[src/rtl/search_pkg.sv]
// Shared definitions for the successive-approximation search controller and its bench.
package search_pkg;

    typedef enum logic [1:0] {
        IDLE  = 2'd0,
        TRIAL = 2'd1,
        DONE  = 2'd2
    } state_t;

    // A sane comparator raises exactly one of its three relation flags.
    function automatic logic flags_onehot(input logic b_gt, input logic b_a_eq, input logic a_gt);
        return (b_gt ^ b_a_eq ^ a_gt) & ~(b_gt & b_a_eq & a_gt);
    endfunction

endpackage

[src/rtl/binary_search_if.sv]
// Controller-side bundle: start/status handshake plus the comparator operand and flags.
interface binary_search_if #(
    parameter int N = 4
);
    logic         start;
    logic         b_gt;
    logic         b_a_eq;
    logic         a_gt;
    logic [N-1:0] cand;
    logic         busy;
    logic         done;
    logic [N-1:0] result;
    logic         err;

    modport master (
        output start, b_gt, b_a_eq, a_gt,
        input  cand, busy, done, result, err
    );

    modport slave (
        input  start, b_gt, b_a_eq, a_gt,
        output cand, busy, done, result, err
    );
endinterface

[src/rtl/binary_search.sv]
// Resolves an unknown N-bit value MSB-first by driving trial candidates into an
// external comparator and reacting to its relation flags, one trial per cycle.
module binary_search
    import search_pkg::*;
#(
    parameter int N = 4
) (
    input  logic            clk,
    input  logic            rst_n,
    binary_search_if.slave  bus
);
    localparam int KW = (N > 1) ? $clog2(N) : 1;

    state_t        state_q, state_nx;
    logic [N-1:0]  cand_q, cand_nx;
    logic [KW-1:0] k_q, k_nx;
    logic [N-1:0]  result_q, result_nx;
    logic          err_q, err_nx;
    logic [N-1:0]  bit_k;

    assign bit_k = N'(1) << k_q;

    always_ff @(posedge clk) begin
        if (!rst_n) begin
            state_q  <= IDLE;
            cand_q   <= '0;
            k_q      <= '0;
            result_q <= '0;
            err_q    <= 1'b0;
        end else begin
            state_q  <= state_nx;
            cand_q   <= cand_nx;
            k_q      <= k_nx;
            result_q <= result_nx;
            err_q    <= err_nx;
        end
    end

    always_comb begin
        state_nx  = state_q;
        cand_nx   = cand_q;
        k_nx      = k_q;
        result_nx = result_q;
        err_nx    = err_q;
        case (state_q)
            IDLE: begin
                if (bus.start) begin
                    state_nx  = TRIAL;
                    cand_nx   = N'(1) << (N - 1);
                    k_nx      = KW'(N - 1);
                    result_nx = '0;
                    err_nx    = 1'b0;
                end
            end
            TRIAL: begin
                // Flags are combinational off cand_q, so they judge this cycle's candidate.
                if (!flags_onehot(bus.b_gt, bus.b_a_eq, bus.a_gt)) begin
                    err_nx    = 1'b1;
                    result_nx = cand_q;
                    state_nx  = DONE;
                end else if (bus.b_a_eq) begin
                    result_nx = cand_q;
                    state_nx  = DONE;
                end else if (k_q == '0) begin
                    // At the last bit b_gt would mean b exceeds an all-resolved value.
                    if (bus.a_gt) begin
                        result_nx = cand_q & ~N'(1);
                    end else begin
                        err_nx    = 1'b1;
                        result_nx = cand_q;
                    end
                    state_nx = DONE;
                end else if (bus.b_gt) begin
                    cand_nx = cand_q | (bit_k >> 1);
                    k_nx    = k_q - KW'(1);
                end else begin
                    cand_nx = (cand_q & ~bit_k) | (bit_k >> 1);
                    k_nx    = k_q - KW'(1);
                end
            end
            DONE: begin
                state_nx = IDLE;
            end
            default: begin
                state_nx = IDLE;
            end
        endcase
    end

    assign bus.cand   = cand_q;
    assign bus.busy   = (state_q == TRIAL);
    assign bus.done   = (state_q == DONE);
    assign bus.result = result_q;
    assign bus.err    = err_q;

endmodule

[src/flat_wrapper.sv]
// flat-port wrapper written by rule: the top's interface ports become plain ports
module binary_search_flat import search_pkg::*;
#(
    parameter int N = 4
)
  (clk, rst_n, bus_start, bus_b_gt, bus_b_a_eq, bus_a_gt, bus_cand, bus_busy, bus_done, bus_result, bus_err);
  binary_search_if #(.N(N)) bus_i ();
  input  logic clk;
  input  logic rst_n;
  input wire logic [$bits(bus_i.start)-1:0] bus_start;
  input wire logic [$bits(bus_i.b_gt)-1:0] bus_b_gt;
  input wire logic [$bits(bus_i.b_a_eq)-1:0] bus_b_a_eq;
  input wire logic [$bits(bus_i.a_gt)-1:0] bus_a_gt;
  output wire logic [$bits(bus_i.cand)-1:0] bus_cand;
  output wire logic [$bits(bus_i.busy)-1:0] bus_busy;
  output wire logic [$bits(bus_i.done)-1:0] bus_done;
  output wire logic [$bits(bus_i.result)-1:0] bus_result;
  output wire logic [$bits(bus_i.err)-1:0] bus_err;
  assign bus_i.start = bus_start;
  assign bus_i.b_gt = bus_b_gt;
  assign bus_i.b_a_eq = bus_b_a_eq;
  assign bus_i.a_gt = bus_a_gt;
  assign bus_cand = bus_i.cand;
  assign bus_busy = bus_i.busy;
  assign bus_done = bus_i.done;
  assign bus_result = bus_i.result;
  assign bus_err = bus_i.err;
  binary_search #(.N(N)) u_core (.clk(clk), .rst_n(rst_n), .bus(bus_i));
endmodule
[config.mk]
export PLATFORM = sky130hd
export DESIGN_NAME = binary_search_flat
export DESIGN_NICKNAME = d
export VERILOG_FILES = /design/src/rtl/search_pkg.sv /design/src/rtl/binary_search_if.sv /design/src/rtl/binary_search.sv /design/src/flat_wrapper.sv
export SDC_FILE = /design/constraint.sdc
export NUM_CORES = 1
export LEC_CHECK = 0
export BUFFER_PORTS_ARGS = -buffer_cell sky130_fd_sc_hd__buf_4
export CAP_MARGIN = 20
export CORE_MARGIN = 2
export CORE_UTILIZATION = 49
export CTS_CLUSTER_SIZE = 16
export DETAILED_ROUTE_END_ITERATION = 10
export GPL_TIMING_DRIVEN = 0
export PLACE_DENSITY = 0.73
export SYNTH_ARGS = -nofsm -noshare
export SYNTH_HDL_FRONTEND = slang
export SYNTH_SLANG_ARGS = --single-unit
[constraint.sdc]
create_clock -name clk -period 2.2 [get_ports clk]
set_input_delay 0.11 -clock clk [delete_from_list [all_inputs] [get_ports clk]]
set_output_delay 0.11 -clock clk [all_outputs]
set_load 0.1 [all_outputs]
-- After elaboration in Yosys (flattened, before gate mapping)
Cells that the tools add are included.
- eq/ne operators: 10
- bitwise gates (word level): 10
- add/subtract/negate cells: 1
- shift-type cells: 1
- mux-type cells: 28
- reduce and logical (&&, ||, !) cells: 7
- operator list (operator ; number):
    $mux W4 ; 9
    $mux W2 ; 8
    $pmux W4 S2 ; 2
    $reduce_and A5 Y1 ; 2
    $ne A3 B3 Y1 const B ; 3
    $or A4 B3 Y4 ; 2
    $pmux W2 S2 ; 2
    $mux W1 ; 6
    $ne A2 B2 Y1 const B ; 3
    $and A4 B4 Y4 ; 1
    $logic_not A2 Y1 ; 2
    $ne A4 B4 Y1 const B ; 1
    $not A4 Y4 ; 1
    $shl A1 B2 Y4 const A ; 1
    $and A1 B1 Y1 ; 3
    $reduce_and A3 Y1 ; 1
    $eq A2 B1 Y1 const B ; 1
    $eq A2 B2 Y1 const B ; 1
    $ne A2 B1 Y1 const B ; 1
    $pmux W1 S2 ; 1
    $reduce_and A2 Y1 ; 1
    $reduce_bool A2 Y1 ; 1
    $sub A2 B1 Y2 const B ; 1
    $xor A1 B1 Y1 ; 2
    $not A1 Y1 ; 1
- bits of input ports: 6
- flip-flop bits (word level): 13
- output and inout port bits: 11
- word-level logic and storage cells: 62

-- Depth between registers and ports, before layout
- depth after elaboration: 9
- gate-level depth with buffers: 6
- gate-level depth less buffers: 6

-- Worst setup path before layout
Ideal clock, no wire load.
- path type: register to register
- start point: register u_core.k_q[0]
- end point: register u_core.cand_q[1] (netlist: u_core.bus.cand[1])
- slack: 0.373 ns
- buffers on the path: 0
- data arrival time: 1.711 ns
- clock period less this slack: 1.827 ns
- cell stages (with the launch flop): 7
- library setup time: 0.116 ns
- required time: 2.084 ns
- cell sequence: dfxtp_1 inv_1 ha_1 or4b_4 a32oi_4 a21oi_1 a41o_1
- word-level cells in the longest chain between the ends: 9
- elaborated cells between the ends (all ways): 13
- classes of those cells: 1 x eq/ne; 1 x shift; 5 x mux; 4 x bitwise; 2 x reduce/logical
- ends and longest elaborated chain (item ; RTL line ; RTL):
    start, declared ; binary_search.sv:16 ; logic [KW-1:0] k_q, k_nx;
    start signal, assigned ; binary_search.sv:33 ; k_q <= k_nx;
    $shl A1 B2 Y4 ; binary_search.sv:21 ; assign bit_k = N'(1) << k_q;
    $not A4 Y4 ; binary_search.sv:77 ; cand_nx = (cand_q & ~bit_k) | (bit_k >> 1);
    $and A4 B4 Y4 ; binary_search.sv:77 ;
    $or A4 B3 Y4 ; binary_search.sv:77 ;
    $mux W4 ; binary_search.sv:73 ; end else if (bus.b_gt) begin
    $mux W4 ; binary_search.sv:64 ; end else if (k_q == '0) begin
    $mux W4 ; binary_search.sv:61 ; end else if (bus.b_a_eq) begin
    $mux W4 ; binary_search.sv:57 ; if (!flags_onehot(bus.b_gt, bus.b_a_eq, bus.a_gt)) begin
    $pmux W4 S2 ; binary_search.sv:45 ; case (state_q)
    end signal, assigned ; binary_search.sv:32 ; cand_q <= cand_nx;
    end, declared ; binary_search.sv:15 ; logic [N-1:0] cand_q, cand_nx;
Parallel ways exist; a longest one is shown, timed or not. The select of a mux whose other input is x is not followed.
A chain may end at the register's enable or synchronous reset.

-- Worst setup path in the final report
- start point: register u_core.k_q[0]
- end point: register u_core.cand_q[2] (netlist: u_core.bus.cand[2])
Same word-level chain as after synthesis.

==> run metrics <==
maximum level of the CTS H-tree 1; First-pass DRT Iterations 4; IO Count 17; worst hold slack 0.176 ns; Compound-Gate Fraction of Synth Area 0.277; Final Setup Violations 0; cell internal pwr 366 uW; combinational power share 0.282; crit path max fanout 8; Die Width between 40 and 50 um; Arrival @ worst endpoint between 2 and 2.5 ns; initial antenna violation count 0; DR iter-0 viols 7; Port Buffers 15; Ant. Diodes 0; Worst Max-Slew Pin Slew about 0.38 ns; cell breakdown of the critical path inv_1 -> ha_1 -> or4b_4 -> a32oi_4 -> a21oi_1 -> a211oi_1; Synth Register Bits 13; Crit path required time roughly 2.4 ns; WL per Instance around 14 um; via count 541; critical path launch point type register; final net count between 90 and 100; TritonCTS buffer count 3; Leak ~0.35 nW; Slowest-stage cell, CP or4b_4; RSZ-0062 raised after global routing no; f_max between 0.4 and 0.5 GHz; register area share after synthesis 0.405; first-pass GRT wire length roughly 2100 um; Slew HR 0.745; Worst Min Path Start bus_b_gt; DRT antenna net count 0; clock group share of total power 0.267; Clock Latency Late Sink about 0.27 ns; Post-Syn Area 642 um2; Flop pwr share 0.452; drt via density between 5 and 6; CORE AREA 0.00127 mm2; Setup crit end kind register; fin crit share 0.914; WS Path Type register to register; CTS clk-pin slew, worst paths approximately 0.09 ns; Fin. Hold Viols 0; Critical path buffers and inverters 1; unique cell type count in the Yosys netlist 26; Synth Area in Simple Gates 0.172; largest family of logic cells by synthesized area compound AO/OA/AOI/OAI gates; Root Buffer clkbuf_4; Max Clock Skew roughly 0.0016 ns; Initial Utilization 0.506; Post CTS Setup Buffer Count 0; Max Cap Viol 0; largest net degree at the start of global routing 11; Yosys warnings 0; total congestion overflow 0; status finished, final reports clean; die area roughly 0.0016 mm2; r2r setup slk 0.19 ns; CTS sink count 13; CTS Hold Buffers Added 0; slowest cell delay on critical path approximately 0.52 ns; Resize count post-CTS 0; delay-heaviest family, CP compound AO/OA/AOI/OAI gates; CTS tree yes; Worst Hold Path Cells 3; mux contribution to synthesized area 0; dpl hpwl approximately 1000 um; row count 13; gp weighted congestion ~0.75; Post-Synth XOR/XNOR Area 0; Synthesized Nets 77; reg-to-reg critical path endpoint u_core.bus.cand[2]; Post-Route WL around 1400 um; Worst R2R Path Depth 6; Gate Count Post-Synth 66; switching power roughly 210 uW; synthesis-to-layout area growth 24.6%; Global Route Usage Sum 0.207; Max VDD drop 466 uV; fin. max-slew vios 0; Net Sw Frac 0.362; Max Root-Sink Buffers 2; Hold WC Path Type input port to register; post-synthesis adder-cell area fraction 0.0975; DRC viols 0; final setup TNS 0 ns; mean post-synth cell area about 10 um2; Hold EP u_core.bus.cand[3]; worst reg2reg startpoint u_core.k_q[0]; Design Power about 570 uW; chip height 40.2 um; Pwr Density 719 mW/mm2; Filler Cell Count ~110; share of layout cells above drive strength 1 0.271; Min Clock Period, post-route roughly 2.0 ns; vias in the first global route 488
## layer usage
metal | part of all wire | wire length (um) | global-route usage
met1 | 0.48 | 656 | 0.229
met2 | 0.44 | 611 | 0.310
met3 | 0.057 | 79 | 0.0722
met4 | 0.023 | 32 | 0.183
met5 | 0 | 0 | 0
## worst register-to-register path: stages (launching register included)
cell and delay (ns):
dfxtp_1 0.41, inv_1 0.09, ha_1 0.24, or4b_4 0.52
a32oi_4 0.32, a21oi_1 0.12, a211oi_1 0.23
## worst max path at each step
stage | startpoint | endpoint | cells after the start | slack (ns)
2_1_floorplan | u_core.k_q[0] | u_core.bus.cand[1] | 6 | 0.37
3_3_place_gp | u_core.k_q[0] | u_core.bus.cand[1] | 6 | 0.24
3_5_place_dp | u_core.k_q[0] | u_core.bus.cand[1] | 6 | 0.19
4_1_cts | u_core.k_q[0] | u_core.bus.cand[1] | 6 | 0.19
5_1_grt | u_core.k_q[0] | u_core.k_q[1] | 6 | 0.09
6_report | u_core.k_q[0] | u_core.bus.cand[2] | 6 | 0.19
## final cells by class
cell class,count,area (um2),share of cell area
Multi-Input combinational cell,45,350,0.438
Buffer,2,8.76,0.0110
Timing Repair Buffer,15,113,0.141
Clock buffer,4,26.3,0.0329
Tap cell,15,18.8,0.0235
Sequential cell,13,260,0.326
Inverter,6,22.5,0.0282
## state kept, by name, summed over array words and instances (netlist names)
register           count
u_core.bus.cand        4
u_core.k_q             2
u_core.bus.result      4
u_core.state_q         2
u_core.bus.err         1
## placed cells by master, fill, tap and decap left out, types with 2 or more instances in the layout
| cell type | synthesis | routed |
|---|---|---|
| nor2_1 | 6 | 6 |
| clkbuf_1 | 1 | 2 |
| a21oi_1 | 5 | 5 |
| dfxtp_1 | 13 | 13 |
| a311oi_1 | 2 | 2 |
| nand2_1 | 5 | 5 |
| buf_4 | 0 | 15 |
| ha_1 | 5 | 5 |
| a32o_1 | 4 | 4 |
| inv_1 | 6 | 6 |
| nor2b_1 | 3 | 3 |
| clkbuf_4 | 0 | 3 |
## power by group through the flow
stage | Sequential [mW] | Clock [mW] | Combinational (mW)
finish | 0.260 | 0.153 | 0.162
global route | 0.261 | 0.164 | 0.174
CTS | 0.259 | 0.152 | 0.162
detailed placement | 0.265 | 0 | 0.161
global placement | 0.264 | 0 | 0.158
floorplan | 0.297 | 0 | 0.0899
## cells by family after synthesis
logic type / count (synthesis)
buffers and inverters: 8
DFF: 13
AOI/OAI and AO/OA: 20
and+or+nand+nor: 20
adders and majority gates: 5
## stage by stage
stage	cells	cell area, um2	setup slack [ns]	util
2_1_floorplan	66	642	0.373	-
3_3_place_gp	96	773	0.239	0.609
3_5_place_dp	96	773	0.192	0.609
4_1_cts	100	800	0.187	0.630
5_1_grt	100	800	0.0892	0.630
6_report	100	800	0.189	0.630
## Yosys cell counts
master / count / area share
o21a_1: 1 / 0.012
o211ai_1: 1 / 0.012
a21oi_1: 5 / 0.039
clkbuf_1: 1 / 0.0058
nand2_1: 5 / 0.029
o41ai_1: 1 / 0.014
or3b_2: 1 / 0.014
buf_2: 1 / 0.0078
a211oi_2: 1 / 0.019
nor2_1: 6 / 0.035
o21ai_0: 1 / 0.0078
a32o_1: 4 / 0.062
and2_1: 1 / 0.0098
dfxtp_1: 13 / 0.41
ha_1: 5 / 0.097
a32oi_4: 1 / 0.043
inv_1: 6 / 0.035
a41o_1: 1 / 0.016
or3b_1: 1 / 0.014
a211o_1: 1 / 0.014
nand2b_1: 1 / 0.0098
and3_1: 1 / 0.0098
a211oi_1: 1 / 0.012
a311oi_1: 2 / 0.027
nor2b_1: 3 / 0.029
or4b_4: 1 / 0.021
Power figures use the tool's default switching activity.
